--- src/rtl/copy_cmd_queue.sv ---
// copy_cmd_queue
//
// Command queue and sequencer in front of copy_engine. Buffer-copy
// descriptors {src, dst} arrive over a valid/ready handshake and are
// stored in a circular FIFO. They are issued to copy_engine one at a
// time: the addresses are registered and held, start is pulsed for one
// cycle, and the sequencer waits for done. Completions are counted.
//
// Optional feature: define COPY_QUEUE_TIMEOUT_EN to add a WAIT
// watchdog. If done does not arrive within TIMEOUT_CYCLES WAIT cycles,
// err_timeout is set (sticky) and the sequencer parks in FAULT until
// reset. Without the macro err_timeout is tied low and FAULT is
// unreachable.
//
// Parameters
//   DEPTH           FIFO entries (power of two, >= 2)
//   TIMEOUT_CYCLES  watchdog limit in WAIT cycles (timeout build only)
//
// Ports
//   clk           sole clock
//   rst           asynchronous, active-high reset
//   cmd_valid     descriptor present
//   cmd_ready     queue can accept (not full)
//   cmd_src       source address of descriptor
//   cmd_dst       destination address of descriptor
//   eng_src_addr  source address to copy_engine, held from pop to pop
//   eng_dst_addr  destination address to copy_engine, held from pop to pop
//   eng_start     one-cycle start pulse to copy_engine
//   eng_done      completion from copy_engine
//   busy          sequencer not IDLE, or FIFO non-empty
//   level         FIFO occupancy
//   cmpl_pulse    one cycle per completed copy
//   cmpl_count    completed copies, wraps 0xFFFF -> 0
//   err_timeout   sticky watchdog fault
//
// state | meaning
// ------+----------------------------------------------------------
// IDLE  | no copy in flight; pops the head when the FIFO is non-empty
// ISSUE | eng_start high for this single cycle
// WAIT  | copy in flight, waiting for eng_done
// FAULT | watchdog expired; no further issue, exit by reset only

module copy_cmd_queue #(
    parameter int DEPTH          = 8,
    parameter int TIMEOUT_CYCLES = 1024
) (
    input  logic                       clk,
    input  logic                       rst,
    input  logic                       cmd_valid,
    output logic                       cmd_ready,
    input  logic [63:0]                cmd_src,
    input  logic [63:0]                cmd_dst,
    output logic [63:0]                eng_src_addr,
    output logic [63:0]                eng_dst_addr,
    output logic                       eng_start,
    input  logic                       eng_done,
    output logic                       busy,
    output logic [$clog2(DEPTH):0]     level,
    output logic                       cmpl_pulse,
    output logic [15:0]                cmpl_count,
    output logic                       err_timeout
);

    localparam int AW = $clog2(DEPTH);
    localparam int LW = AW + 1;

    // Elaboration-time parameter sanity checks.
    if (DEPTH < 2 || (DEPTH & (DEPTH - 1)) != 0) begin : g_bad_depth
        $error("copy_cmd_queue: DEPTH must be a power of two >= 2");
    end
    if (TIMEOUT_CYCLES < 1) begin : g_bad_timeout
        $error("copy_cmd_queue: TIMEOUT_CYCLES must be >= 1");
    end

    typedef enum logic [1:0] {
        IDLE  = 2'd0,
        ISSUE = 2'd1,
        WAIT  = 2'd2,
        FAULT = 2'd3
    } state_t;

    state_t state;

    // ------------------------------------------------------------------
    // FIFO: pointers carry one extra wrap bit so full and empty differ.
    // ------------------------------------------------------------------
    logic [127:0]  mem [DEPTH];
    logic [LW-1:0] wr_ptr;
    logic [LW-1:0] rd_ptr;
    logic          fifo_empty;
    logic          fifo_full;
    logic          push;
    logic          pop;

    assign level      = wr_ptr - rd_ptr;
    assign fifo_empty = (level == '0);
    assign fifo_full  = (level == LW'(DEPTH));
    assign cmd_ready  = !fifo_full;
    assign push       = cmd_valid && cmd_ready;
    // Pop only in IDLE; FAULT never drains, so the queue fills up there.
    assign pop        = (state == IDLE) && !fifo_empty;
    assign busy       = (state != IDLE) || !fifo_empty;

    always_ff @(posedge clk) begin
        if (push) begin
            mem[wr_ptr[AW-1:0]] <= {cmd_src, cmd_dst};
        end
    end

    always_ff @(posedge clk or posedge rst) begin
        if (rst) begin
            wr_ptr <= '0;
            rd_ptr <= '0;
        end else begin
            if (push) begin
                wr_ptr <= wr_ptr + LW'(1);
            end
            if (pop) begin
                rd_ptr <= rd_ptr + LW'(1);
            end
        end
    end

    // ------------------------------------------------------------------
    // Sequencer
    // ------------------------------------------------------------------
`ifdef COPY_QUEUE_TIMEOUT_EN
    localparam int TW = $clog2(TIMEOUT_CYCLES + 1);

    // Down-counter loaded on entry to WAIT; terminal count 0 on a WAIT
    // cycle without done is the TIMEOUT_CYCLES-th such cycle.
    logic [TW-1:0] wdog_cnt;
    logic          err_q;

    assign err_timeout = err_q;
`else
    assign err_timeout = 1'b0;
`endif

    always_ff @(posedge clk or posedge rst) begin
        if (rst) begin
            state        <= IDLE;
            eng_start    <= 1'b0;
            eng_src_addr <= '0;
            eng_dst_addr <= '0;
            cmpl_pulse   <= 1'b0;
            cmpl_count   <= '0;
`ifdef COPY_QUEUE_TIMEOUT_EN
            wdog_cnt     <= '0;
            err_q        <= 1'b0;
`endif
        end else begin
            eng_start  <= 1'b0;
            cmpl_pulse <= 1'b0;
            case (state)
                IDLE: begin
                    if (!fifo_empty) begin
                        {eng_src_addr, eng_dst_addr} <= mem[rd_ptr[AW-1:0]];
                        eng_start <= 1'b1;
                        state     <= ISSUE;
                    end
                end
                ISSUE: begin
`ifdef COPY_QUEUE_TIMEOUT_EN
                    wdog_cnt <= TW'(TIMEOUT_CYCLES - 1);
`endif
                    state <= WAIT;
                end
                WAIT: begin
                    if (eng_done) begin
                        cmpl_pulse <= 1'b1;
                        cmpl_count <= cmpl_count + 16'd1;
                        state      <= IDLE;
                    end
`ifdef COPY_QUEUE_TIMEOUT_EN
                    else if (wdog_cnt == '0) begin
                        err_q <= 1'b1;
                        state <= FAULT;
                    end else begin
                        wdog_cnt <= wdog_cnt - TW'(1);
                    end
`endif
                end
                FAULT: begin
                    state <= FAULT;
                end
                default: begin
                    state <= IDLE;
                end
            endcase
        end
    end

endmodule
--- config.mk ---
export PLATFORM = sky130hd
export DESIGN_NAME = copy_cmd_queue
export DESIGN_NICKNAME = d
export VERILOG_FILES = /design/src/rtl/copy_cmd_queue.sv
export SDC_FILE = /design/constraint.sdc
export NUM_CORES = 1
export LEC_CHECK = 0
export BUFFER_PORTS_ARGS = -buffer_cell sky130_fd_sc_hd__buf_2
export CAP_MARGIN = 20
export CELL_PAD_IN_SITES_DETAIL_PLACEMENT = 0
export CELL_PAD_IN_SITES_GLOBAL_PLACEMENT = 1
export CORE_ASPECT_RATIO = 0.9
export CORE_MARGIN = 2
export CORE_UTILIZATION = 35
export CTS_BUF_LIST = sky130_fd_sc_hd__clkbuf_8
export CTS_CLUSTER_DIAMETER = 100
export DETAILED_ROUTE_END_ITERATION = 10
export GPL_TIMING_DRIVEN = 0
export PLACE_DENSITY_LB_ADDON = 0.1
export SETUP_SLACK_MARGIN = 0.3
export SYNTH_ARGS = -nofsm -noshare
export SYNTH_HDL_FRONTEND = slang
export SYNTH_SLANG_ARGS = --single-unit
--- constraint.sdc ---
create_clock -name clk -period 12.1 [get_ports clk]
set_input_delay 2.42 -clock clk [delete_from_list [all_inputs] [get_ports clk]]
set_output_delay 2.42 -clock clk [all_outputs]
set_load 0.005 [all_outputs]
### Word-level counts from Yosys, hierarchy flattened

Memory sizes are Yosys's and may differ from the RTL's. A register that Yosys moved wholly into a read port is not among the register bits.
Cells that the tools add are included.

* output and inout bits: 153
* word-level logic and storage cells: 38
* input bits: 132
* bits in writable memories: 1024
* register bits: 28
* memories: 1

Memory list
* mem: depth 8, width 128, read ports 1, clocked after memory_dff 1, write ports 1, line 87 `logic [127:0] mem [DEPTH];`

* muxes and demuxes: 9
* eq/ne operators: 6
* bitwise logic cells: 1
* add/subtract/negate cells: 4
* reduce and logical (&&, ||, !) cells: 11

Operators by type and width (number)
* $add A16 B1 Y16 const B: 1
* $add A4 B1 Y4 const B: 2
* $pmux W2 S4: 1
* $mux W1: 6
* $reduce_and A2 Y1: 3
* $eq A2 B2 Y1 const B: 2
* $eq A4 B4 Y1 const B: 1
* $logic_not A4 Y1: 1
* $mux W2: 2
* $ne A2 B2 Y1 const B: 2
* $sub A4 B4 Y4: 1
* $eq A2 B1 Y1 const B: 1
* $logic_and A1 B1 Y1: 2
* $logic_not A1 Y1: 2
* $logic_not A2 Y1: 1
* $reduce_bool A2 Y1: 1
* $logic_or A1 B1 Y1: 1
* $not A1 Y1: 1

### Longest topological paths before layout

* word-level depth: 6
* depth in mapped cells: 12
* gate-level depth less buffers: 9

### Worst setup path after synthesis

No wires, ideal clock.

* path type: input to register
* from: input port cmd_valid
* to: memory mem[0][0], enable pin
* arrival: 11.204 ns
* buffers on the path: 0
* required time: 11.328 ns
* cell stages on the path: 2
* path slack: 0.125 ns
* library setup time: 0.772 ns
* cells stage by stage: nand3_1 > nor3_1

* word-level cells in the longest chain between the ends: 3

Ends and longest elaborated chain
* start, declared: line 49 `input logic cmd_valid,`
* $logic_and A1 B1 Y1: line 99 `assign push = cmd_valid && cmd_ready;`
* $mux W1: line 105 `if (push) begin`
* $mux W1 (implied by the code): line 106 `mem[wr_ptr[AW-1:0]] <= {cmd_src, cmd_dst};`
* end, declared: line 87

Every way passes these cells.

### Worst setup path in the final report

* from: register rd_ptr[1]
* to: output port busy

* word-level cells in the longest chain between the ends: 4

Ends and longest elaborated chain
* start, declared: line 89 `logic [LW-1:0] rd_ptr;`
* start signal, assigned: line 119 `rd_ptr <= rd_ptr + LW'(1);`
* $sub A4 B4 Y4: line 95 `assign level = wr_ptr - rd_ptr;`
* $logic_not A4 Y1: line 96 `assign fifo_empty = (level == '0);`
* $logic_not A1 Y1
* $logic_or A1 B1 Y1: line 102 `assign busy = (state != IDLE) || !fifo_empty;`
* end, declared: line 57 `output logic busy,`

Every way passes these cells.

==> metrics.yaml <==
outcome:
  status: "complete, no violations"
setup_path:
  slowest_stage: "clkbuf_1"
  critPathMaxStageDelay_ns: 0.64
  path_cells: "inv_1 -> clkbuf_1 -> fa_1 -> nor3_1 -> nand2_1 -> or2_2 -> buf_2"
  critPathTopFamily: "buffers and inverters"
  crit_cells: 7
  cp_max_fo: 11
  crit_buf_inv: 3
  crit_path_start_kind: "flip-flop"
  critical_path_required_ns: 9.68
  reg2reg_depth: 14
  arrival_ns: 3.76
  path_class: "reg -> out"
  crit_path_end_kind: "output pin"
pwr:
  p_total_mw: 9.511
  p_per_area_nw_per_um2: 178.9
  ir_drop_mv: 0.08560
  p_leak_nw: 18.68
clock_network:
  holdBufCountCts: 0
  cts_made_buffers: 198
  cts_root_buffer: "clkbuf_8"
  clk_path_buf_depth: 3
  cts.repair.resized: 0
  cts_tree: "done"
  cts.sinks: 1180
  postCtsSetupRepairBufs: 0
  clkLatencyLatePin_ns: 0.91
  htreeDepth: 4
  clk_pin_slew_ns: 0.06
sta:
  fin_skew_ns: 0.03023
  period_needed_ns: 6.184
  worst_pin_slew_ns: 0.9150
  finalMaxSlewViolations: 0
  whs_ns: 0.4736
  max_clock_freq_mhz: 161.7
  relSlewSlack: 0.3900
  min_period_over_period: 0.5111
  setup_violations: 0
  hold_violations: 0
  grt_setup_unrepaired: "no"
finish:
  drive_gt1_frac: 0.3271
  instances_no_fill: 4597
  multiInputGateArea_um2: 8772
  nNetsFinal: 2871
  ff_latch_area_um2: 34650
  syn2layout_area_growth_pct: 20.71
  nFillCells: 11160
logic_synthesis:
  yosys_warnings: 0
  yosysMostFrequentCell: "edfxtp_1"
  synth_top_cell_area_share: 0.6981
  yosysTopAreaCell: "edfxtp_1"
  syn_avg_cell_area_um2: 20.28
  synth_common_cells: "edfxtp_1, nand2_1, mux4_2, dfrtp_1, nor2_1"
  ys_ff_latch: 1180
  netlist-cell-type-count: 37
  synth_edf_count: 1024
  synth_ff_type: "edfxtp_1"
  ys_top_cells_by_area: "edfxtp_1, mux4_2, dfrtp_1"
  synthArstFlopShare: 0.1322
  yosysSeqAreaShare: 0.7867
  syn_inst: 2172
  synth_fp_nets: 2315
  syn-cell-area_um2: 44050
routing:
  avgRoutedWirePerCell_um: 26.16
  detail-route-antenna-nets: 0
  first_iter_violations: 1562
  vias: 22680
  finalWirelength_mm: 120.3
  via_per_inst: 4.934
  drt-pass1-iter-count: 5
  drcViolationCount: 0
floorplan:
  fp.dieW_um: 378.0
  core_area_um2: 125000
  start_util: 0.3525
  fp.dieH_um: 340.6
  rows: 123
  die_area_um2: 128700
  io-pin-count: 285
global_routing:
  grt_busiest_layer: "met2"
  grt-ovfl-total: 0
  antenna_found_initial: 42
  grt_pass1_wl_mm: 171.3
  grt_max_degree: 87
  grt_pass1_vias: 24130
  grt_use_total: 0.1886
  met3_usage: 0.05473
  gr-usage-met2: 0.3030
  use_met1: 0.2480
place:
  hpwlAfterDp_mm: 74.05
  placement.io_buffers: 283
  place_inst: 4215
  gp_congestion: 0.7015
min_path:
  hold_path_depth: 1
  hold_class: "reg -> reg"
flow_run:
  maxCapViolCount: 0
==> final timing paths <==
path,from,endpoint,slack (ns)
max in group asynchronous,rst,eng_src_addr[59],9.39
worst min-delay path,cmpl_count[15],cmpl_count[15],0.47
worst min register to register,cmpl_count[15],cmpl_count[15],0.47
worst max-delay path,rd_ptr[1],busy,5.92
min in group asynchronous,rst,eng_src_addr[22],1.63
worst max register to register,rd_ptr[2],mem[0][34],7.37
==> flip-flops by register name, summed over array words and instances, names as in the netlist <==
register      flops
cmpl_count       16
mem            1024
rd_ptr            4
eng_src_addr     64
cmpl_pulse        1
state             2
eng_dst_addr     64
eng_start         1
wr_ptr            4
==> metal layers <==
metal	routed length (µm)	vias to the layer above
met5	191	-
met4	2841	34
met3	8221	231
met2	57880	603
met1	51120	11950
li1	-	9864
==> cells by family after synthesis <==
logic type / after synthesis / synth area share
flip-flops: 1180 / 0.7867
AND/OR/NAND/NOR: 434 / 0.03869
multiplexers: 260 / 0.1319
AO/OA/AOI/OAI: 136 / 0.01934
buffers and inverters: 128 / 0.01568
XOR/XNOR: 22 / 0.004374
adder cells (fa/ha/maj): 11 / 0.003295
other: 1 / 0.00008513
==> layout by cell type, fill, tap and decap left out, types with 3 or more instances in the layout <==
cell and count:
nor2_1 132, dfrtp_1 156, nand2b_1 3, ha_1 10
inv_1 76, buf_2 313, inv_6 3, buf_8 13
nand3_1 10, clkinv_2 27, clkinvlp_4 6, bufinv_16 6
diode_2 9, clkbuf_1 56, buf_12 27, nand2_1 265
a21oi_1 3, clkbuf_2 5, mux4_2 256, buf_16 33
inv_8 5, nor2_4 5, nand4_1 4, clkinv_1 42
xnor2_1 16, buf_6 22, a31oi_1 128, edfxtp_1 1024
clkbuf_8 217, xor2_1 6
==> final cells by class <==
class	count	share of cell area
flip-flops and latches	1180	0.6517
multi-input cells	864	0.1650
repair buffers	356	0.05756
clock buffers	217	0.05617
well taps	1687	0.03970
clock inverters	156	0.01621
plain buffers	117	0.01233
inverters	11	0.0009177
diodes	9	0.0004236
==> power breakdown <==
group | switching [mW] | total [mW] | internal, mW | leakage, nW
clock | 1.63 | 3.42 | 1.78 | 2.22
combinational | 0.617 | 1.01 | 0.391 | 5.01
sequential | 0.102 | 5.08 | 4.98 | 11.5
==> per-stage QoR <==
step / instance area, µm² / util / worst slack (ns) / setup TNS, ns
5_1_grt: 53150 / 0.4254 / 5.679 / 0
4_1_cts: 53150 / 0.4253 / 5.764 / 0
2_1_floorplan: 44060 / - / 3.561 / 0
6_report: 53170 / 0.4255 / 5.916 / 0
3_3_place_gp: 47590 / 0.3808 / -4.313 / -3698.74
3_5_place_dp: 49300 / 0.3945 / 6.805 / 0
Power figures use the tool's default switching activity.
